**config.mk**
```make
export PLATFORM = sky130hd
export DESIGN_NAME = sprite_motion_stepper
export DESIGN_NICKNAME = d
export VERILOG_FILES = /design/src/rtl/sprite_motion_stepper.sv
export SDC_FILE = /design/constraint.sdc
export NUM_CORES = 1
export LEC_CHECK = 0
export ABC_AREA = 1
export BUFFER_PORTS_ARGS = -buffer_cell sky130_fd_sc_hd__clkbuf_2
export CORE_UTILIZATION = 42
export DETAILED_ROUTE_END_ITERATION = 10
export HOLD_SLACK_MARGIN = 0.03
export PLACE_DENSITY_LB_ADDON = 0.08
export SKIP_LAST_GASP = 1
export SLEW_MARGIN = 15
export SYNTH_ARGS = -nofsm -noshare
export SYNTH_HDL_FRONTEND = slang
export SYNTH_SLANG_ARGS = --single-unit
```
**constraint.sdc**
```tcl
create_clock -name Clk -period 2.2 [get_ports Clk]
set_input_delay 0.33 -clock Clk [delete_from_list [all_inputs] [get_ports Clk]]
set_output_delay 0.33 -clock Clk [all_outputs]
set_load 0.05 [all_outputs]
```
**src/rtl/sprite_motion_stepper.sv**
```systemverilog
// Single-sprite motion stepper: accepts direction commands, advances the
// position by STEP pixels every TICKS_PER_STEP ticks, and clamps at the bounds.
module sprite_motion_stepper #(
    parameter int X_MIN          = 0,
    parameter int X_MAX          = 639,
    parameter int Y_MIN          = 0,
    parameter int Y_MAX          = 479,
    parameter int X_INIT         = 320,
    parameter int Y_INIT         = 240,
    parameter int STEP           = 1,
    parameter int TICKS_PER_STEP = 1
) (
    input  logic       Clk,
    input  logic       Reset,
    input  logic       tick,
    input  logic       cmd_valid,
    input  logic [2:0] cmd_dir,
    output logic       cmd_ready,
    output logic [9:0] pos_x,
    output logic [9:0] pos_y,
    output logic       moving,
    output logic       hit_wall
);

    typedef enum logic {
        ST_STOP = 1'b0,
        ST_MOVE = 1'b1
    } state_t;

    localparam logic [2:0] DIR_STOP  = 3'd0;
    localparam logic [2:0] DIR_UP    = 3'd1;
    localparam logic [2:0] DIR_DOWN  = 3'd2;
    localparam logic [2:0] DIR_LEFT  = 3'd3;
    localparam logic [2:0] DIR_RIGHT = 3'd4;

    localparam logic [3:0]        CNT_LAST = 4'(TICKS_PER_STEP - 1);
    localparam logic signed [10:0] STEP_S  = 11'(STEP);
    localparam logic signed [10:0] XLO_S   = 11'(X_MIN);
    localparam logic signed [10:0] XHI_S   = 11'(X_MAX);
    localparam logic signed [10:0] YLO_S   = 11'(Y_MIN);
    localparam logic signed [10:0] YHI_S   = 11'(Y_MAX);

    state_t      state_q, state_d;
    logic [2:0]  dir_q, dir_d;
    logic [3:0]  cnt_q, cnt_d;
    logic [9:0]  pos_x_q, pos_x_d;
    logic [9:0]  pos_y_q, pos_y_d;
    logic        hit_q, hit_d;
    logic [10:0] step_res;
    logic        accept;

    // Returns {clamped, new_pos}; the candidate is formed in 11-bit signed so
    // that underflow below zero is seen as out of range rather than wrapping.
    function automatic logic [10:0] step_axis(
        input logic [9:0]         pos,
        input logic               toward_min,
        input logic signed [10:0] lo,
        input logic signed [10:0] hi
    );
        logic signed [10:0] cand;
        logic [10:0]        res;
        cand = toward_min ? ($signed({1'b0, pos}) - STEP_S)
                          : ($signed({1'b0, pos}) + STEP_S);
        if (cand < lo)      res = {1'b1, lo[9:0]};
        else if (cand > hi) res = {1'b1, hi[9:0]};
        else                res = {1'b0, cand[9:0]};
        return res;
    endfunction

    assign cmd_ready = !Reset && !tick;
    assign accept    = cmd_valid && cmd_ready;

    always_comb begin
        state_d  = state_q;
        dir_d    = dir_q;
        cnt_d    = cnt_q;
        pos_x_d  = pos_x_q;
        pos_y_d  = pos_y_q;
        hit_d    = 1'b0;
        step_res = '0;
        if (accept) begin
            case (cmd_dir)
                DIR_STOP: begin
                    state_d = ST_STOP;
                    dir_d   = DIR_STOP;
                    cnt_d   = '0;
                end
                DIR_UP, DIR_DOWN, DIR_LEFT, DIR_RIGHT: begin
                    // Repeating the current direction must not restart the step period.
                    if (!(state_q == ST_MOVE && dir_q == cmd_dir)) begin
                        state_d = ST_MOVE;
                        dir_d   = cmd_dir;
                        cnt_d   = '0;
                    end
                end
                default: ;
            endcase
        end else if (tick && state_q == ST_MOVE) begin
            if (cnt_q == CNT_LAST) begin
                cnt_d = '0;
                case (dir_q)
                    DIR_UP:   step_res = step_axis(pos_y_q, 1'b1, YLO_S, YHI_S);
                    DIR_DOWN: step_res = step_axis(pos_y_q, 1'b0, YLO_S, YHI_S);
                    DIR_LEFT: step_res = step_axis(pos_x_q, 1'b1, XLO_S, XHI_S);
                    default:  step_res = step_axis(pos_x_q, 1'b0, XLO_S, XHI_S);
                endcase
                if (dir_q == DIR_UP || dir_q == DIR_DOWN) pos_y_d = step_res[9:0];
                else                                      pos_x_d = step_res[9:0];
                if (step_res[10]) begin
                    hit_d   = 1'b1;
                    state_d = ST_STOP;
                    dir_d   = DIR_STOP;
                end
            end else begin
                cnt_d = cnt_q + 4'd1;
            end
        end
    end

    always_ff @(posedge Clk or posedge Reset) begin
        if (Reset) begin
            state_q <= ST_STOP;
            dir_q   <= DIR_STOP;
            cnt_q   <= '0;
            pos_x_q <= 10'(X_INIT);
            pos_y_q <= 10'(Y_INIT);
            hit_q   <= 1'b0;
        end else begin
            state_q <= state_d;
            dir_q   <= dir_d;
            cnt_q   <= cnt_d;
            pos_x_q <= pos_x_d;
            pos_y_q <= pos_y_d;
            hit_q   <= hit_d;
        end
    end

    assign pos_x    = pos_x_q;
    assign pos_y    = pos_y_q;
    assign moving   = (state_q == ST_MOVE);
    assign hit_wall = hit_q;

endmodule

```
# Word-level counts from Yosys, hierarchy flattened
# Cells that the tools add are included.
dict set report totals {
  ff_bits 29
  output_inout_bits 23
}
dict set report classes {
  n_addsub 5
  magnitude_cmp 8
  eq_ne 10
  muxes 33
  n_bitwise 2
  reduce_logical 17
}
# operator count
set ops {}
lappend ops {{$mux 11} 11}
lappend ops {{$lt 11x1->1 const B} 4}
lappend ops {{$pmux 11 s3} 1}
lappend ops {{$add 10x1->11 const B} 2}
lappend ops {{$gt 11x10->1 const B} 2}
lappend ops {{$gt 11x11->1 const B} 2}
lappend ops {{$sub 10x1->11 const B} 2}
lappend ops {{$mux 4} 4}
lappend ops {{$mux 3} 5}
lappend ops {{$eq 3x2->1 const B} 4}
lappend ops {{$mux 1} 9}
lappend ops {{$pmux 4 s2} 1}
lappend ops {{$reduce_and 4->1} 2}
lappend ops {{$eq 3x1->1 const B} 2}
lappend ops {{$pmux 3 s2} 1}
lappend ops {{$reduce_bool 2->1} 3}
lappend ops {{$reduce_and 5->1} 1}
lappend ops {{$add 4x1->4 const B} 1}
lappend ops {{$logic_and 1x1->1} 4}
lappend ops {{$logic_not 4->1} 1}
lappend ops {{$reduce_or 4->1} 1}
lappend ops {{$eq 3x3->1} 1}
lappend ops {{$eq 3x3->1 const B} 1}
lappend ops {{$logic_not 3->1} 1}
lappend ops {{7 further kinds} 9}

# Depth between registers and ports, before layout
dict set report depth {
  ltp_word 12
  mapped_depth 17
}

# Worst setup path after synthesis
# Ideal clock, no wire load.
dict set report synth_timing {
  path_kind {register -> register}
  startpoint {reg pos_y_q[0], in the netlist pos_y[0]}
  endpoint {reg state_q, in the netlist moving}
  setup_time_ns 0.120
  arrival_time_ns 2.295
  setup_slack_ns -0.214
  stages_incl_launch_ff 18
  n_path_buf 0
  synth_period_minus_slack_ns 2.414
  cell_sequence {dfrtp_1 clkinv_1 ha_1 inv_1 nor2_1 nand3_1 nor2_1 nand2_1 nand2_1 nand2_1 nand3_1 nand2_1 nand2_1 nor2_2 nand3_2 nand2_2 nand2_1 nand2_1}
}
dict set report synth_via {
  elab_chain_len 10
}
# item line
set synth_lines {}
lappend synth_lines {{from (decl)} 47} ;# logic [9:0] pos_y_q, pos_y_d;
lappend synth_lines {{from (signal assigned)} 126} ;# pos_y_q <= 10'(Y_INIT);
lappend synth_lines {{from (signal assigned)} 133} ;# pos_y_q <= pos_y_d;
lappend synth_lines {{$add 10x1->11 or $sub 10x1->11 (tied branches)} -}
lappend synth_lines {{$gt 11x10->1} 65} ;# else if (cand > hi) res = {1'b1, hi[9:0]};
lappend synth_lines {{$mux 11} 65}
lappend synth_lines {{$mux 11} 64} ;# if (cand < lo) res = {1'b1, lo[9:0]};
lappend synth_lines {{$pmux 11 s3 (*)} 101} ;# case (dir_q)
lappend synth_lines {{$mux 11 (*)} 99} ;# if (cnt_q == CNT_LAST) begin
lappend synth_lines {{$mux 11 (*)} 98} ;# end else if (tick && state_q == ST_MOVE) begin
lappend synth_lines {{$mux 11 (*)} 81} ;# if (accept) begin
lappend synth_lines {{$reduce_bool 2->1 (no source line) (*)} -}
lappend synth_lines {{$reduce_and 5->1 (no source line) (*)} -}
lappend synth_lines {{to (signal assigned)} 129} ;# state_q <= state_d;
lappend synth_lines {{to (decl)} 43} ;# state_t state_q, state_d;
# Mark *: on every way between the ends. The rest lies on a longest branch, timed or not. The select of a mux whose other input is x is not followed.
# A chain may end at the register's enable or synchronous reset.

# Final worst setup path
dict set report layout_timing {
  startpoint {reg pos_x_q[0], in the netlist pos_x[0]}
  endpoint {reg state_q, in the netlist moving}
}
dict set report layout_via {
  elab_chain_len 10
}
# item line
set layout_lines {}
lappend layout_lines {{from (decl)} 46} ;# logic [9:0] pos_x_q, pos_x_d;
lappend layout_lines {{from (signal assigned)} 125} ;# pos_x_q <= 10'(X_INIT);
lappend layout_lines {{from (signal assigned)} 132} ;# pos_x_q <= pos_x_d;
lappend layout_lines {{$add 10x1->11 or $sub 10x1->11 (tied branches)} -}
lappend layout_lines {{$gt 11x11->1} 65}
lappend layout_lines {{$mux 11} 65}
lappend layout_lines {{$mux 11} 64}
lappend layout_lines {{$pmux 11 s3 (*)} 101}
lappend layout_lines {{$mux 11 (*)} 99}
lappend layout_lines {{$mux 11 (*)} 98}
lappend layout_lines {{$mux 11 (*)} 81}
lappend layout_lines {{$reduce_bool 2->1 (no source line) (*)} -}
lappend layout_lines {{$reduce_and 5->1 (no source line) (*)} -}
# Marks and branches as above.

==> results.ini <==
[setup_path]
worst-setup-path-type=flop to flop
rr_endpoint=moving
reg2reg_from=pos_x[0]
crit_required_ns=2.38
worst_setup_path_start_kind=flop
reg2reg_depth=16
critical_path_arrival_ns=2.27
crit_path_max_fanout=5
reg2reg_setup_slack_ns=0.10
critical_path.endpoint_type=flop

[logic_synthesis]
mean_syn_cell_area_um2=6.16
number_of_synthesized_register_bits=29
synthMostInstantiatedCell=sky130_fd_sc_hd__nand2_1
area_leader_netlist=sky130_fd_sc_hd__nand2_1
synth-main-ff-cell=sky130_fd_sc_hd__dfrtp_1
synth.yosys.seq_area_share_pct=26.9
netlist_area_um2=2730
yosys_warnings=0
synth_commonest_cells=sky130_fd_sc_hd__nand2_1 (157), sky130_fd_sc_hd__inv_1 (52), sky130_fd_sc_hd__o21ai_0 (37)
netlist_instances=443
synth.lib_cells_used.distinct=32
synth_edf_count=0
synth-async-reset-ratio_pct=100
syn-num-nets=458
fraction_of_synthesized_cell_area_taken_by_the_top_area_cell_type_pct=21.6
synth_top_cells_by_area=sky130_fd_sc_hd__nand2_1 (22%), sky130_fd_sc_hd__dfrtp_1 (21%), sky130_fd_sc_hd__inv_1 (7.2%)

[power]
share_comb_of_total_power_pct=71.3
p_clk_share_pct=12.3
internal_power_w=0.00252
power.static_leakage_nw=1.79
power.share.sequential_pct=16.4
power.density_nw_per_um2=1630
swShare_pct=55.1
ir_worst_vdd_mv=1.33
switching_power_w=0.00308

[clock_tree]
cts-htree-levels=2
cts_inserted_buffers=5
clock-root-buffer=sky130_fd_sc_hd__clkbuf_8
cts_sinks=29
clk-insertion-delay-late_ns=0.29
tritoncts=done
cts_buffer_depth=2
worst_setup_hold_path_clk_slew_ns=0.07

[status]
status=finished, final reports clean

[routing]
remaining_drc_errors=0
vias_per_cell=5.09
routedWlPerCell_um=13.1
drt-initial-drc-count=147
vias=2949
drt-total-wl_um=7600
detail_route.first_pass.iterations=5
final_antenna_net_count=0

[finish]
area_growth_pct=26.0
final_nets=516
post-route-util_pct=54.5
antenna_cell_count=0
fin_area_um2=3440
nFillCells=628
post_route_cells_drive_above_1_share_pct=27.3

[placement]
gp_routability_congestion=0.848
dpl_worst_slack_ns=0.00386
port_buffers=29
dpl-instance-area_um2=3050
post-dp-hpwl_um=5630

[sta]
final-hold-violation-count=0
grt_setup_unrepaired=true
slew-limit-headroom_pct=59.4
timing_worst_slew_pin_value_ns=0.608
final-max-slew-violation-count=0
fin_crit_ns=2.10
post-route-period-util_pct=95.4
max_clock_freq_mhz=477
timing.hold.ws_ns=0.114
setup_slack_ns=0.102
tns_ns=0
report.final.setup_viol=0
timing.clock.skew_ns=0.00611

[die]
initial_core_util_pct=43.2
die_area_um2=6820
rows=29
floorplan.io_pins=30
die_w_um=82.6
core_area_um2=6310
die_height_um=82.6

[global_routing]
overflow=0
track_usage_pct=23.1
grt_antenna_before_repair=0
number_of_global_route_vias_before_repair=2493
first_pass_grt_wire_length_um=11900
largest_net_degree_at_the_start_of_global_routing=30

[flow_run]
cap_violations=0

[hold_path]
holdCritPathClass=input port to asynchronous set/reset pin

logic make-up after synthesis:
family | Yosys count | synth area share, %
compound gates | 54 | 10.5
xor+xnor | 11 | 3.53
fa+ha+maj | 8 | 3.67
buf+inv | 67 | 10.1
flops | 29 | 26.9
simple gates | 274 | 45.3
per-stage QoR:
step	cells	total power [W]
2_1_floorplan	443	0.00370
3_3_place_gp	557	0.00442
3_5_place_dp	557	0.00445
4_1_cts	565	0.00516
5_1_grt	579	0.00608
6_report	579	0.00560
power by group through the flow:
stage                     Clock (W)  Combinational [W]  Sequential, W
after floorplan                   0            0.00252        0.00118
after global placement            0            0.00349       0.000929
after detailed placement          0            0.00353       0.000928
after CTS                  0.000694            0.00355       0.000918
after global routing       0.000723            0.00441       0.000946
final                      0.000690            0.00399       0.000916
critical path, stage by stage, from the launching register on:
cell and delay (ns):
sky130_fd_sc_hd__dfrtp_2 0.45, sky130_fd_sc_hd__inv_4 0.09, sky130_fd_sc_hd__ha_4 0.20, sky130_fd_sc_hd__inv_2 0.06
sky130_fd_sc_hd__nand2_1 0.05, sky130_fd_sc_hd__nor2_1 0.10, sky130_fd_sc_hd__nand3_1 0.07, sky130_fd_sc_hd__nor2_1 0.11
sky130_fd_sc_hd__nand3_1 0.14, sky130_fd_sc_hd__nand2_4 0.14, sky130_fd_sc_hd__nand2_4 0.08, sky130_fd_sc_hd__a21oi_2 0.15
sky130_fd_sc_hd__nor2_2 0.05, sky130_fd_sc_hd__nand3_2 0.08, sky130_fd_sc_hd__nand2_4 0.07, sky130_fd_sc_hd__nand2_1 0.07
sky130_fd_sc_hd__nand2_1 0.05
how the worst max path moves through the flow:
| stage | from | endpoint | slack, ns | depth (start not counted) |
|---|---|---|---|---|
| 6_report | pos_x[0] | moving | 0.10 | 16 |
| 5_1_grt | pos_x[0] | dir_q[1] | -0.05 | 16 |
| 4_1_cts | pos_x[0] | pos_y[8] | 0.009 | 14 |
| 3_5_place_dp | pos_y[0] | pos_y[5] | 0.004 | 12 |
| 3_3_place_gp | pos_x[0] | dir_q[0] | 0.03 | 15 |
| 2_1_floorplan | pos_y[0] | moving | 0.02 | 17 |
repair_timing:
action / in CTS / in global routing
resized for setup: 1 / 52
gates cloned: 0 / 1
pin swaps: 0 / 32
setup endpoints to repair: 5 / 22
setup buffers: 0 / 13
hold buffers: 0 / 0
area by class of cell:
type | count | area [um^2] | area share [%]
well taps | 77 | 96.3 | 2.80
multi-input cells | 348 | 1870 | 54.3
inverters | 58 | 220 | 6.40
clock inverters | 3 | 65.1 | 1.89
flip-flops and latches | 29 | 742 | 21.6
clock buffers | 5 | 68.8 | 2.00
repair buffers | 59 | 378 | 11.0
registers in the layout, indices dropped and copies added, names as in the netlist:
name	count
moving	1
hit_wall	1
cnt_q	4
pos_y	10
pos_x	10
dir_q	3
placed cells by master (no fill, tap or decap), drive strengths merged, types with 6 or more instances in the layout:
master	Yosys	layout
a21oi	7	7
buf	5	30
clkbuf	4	34
dfrtp	23	23
dfstp	6	6
ha	8	8
inv	56	57
nand2	164	165
nand3	36	36
nand4	18	18
nor2	41	41
nor3	11	11
o21ai	44	44
xor2	10	10
layer usage:
layer  wire [um]  global-route usage [%]  vias up
met5           0                       0        -
met1        3810                    33.9     1322
met3         295                    2.75       14
li1            -                       -     1536
met4         102                    6.21        0
met2        3400                    35.3       77
(Power assumes the default switching activity.)
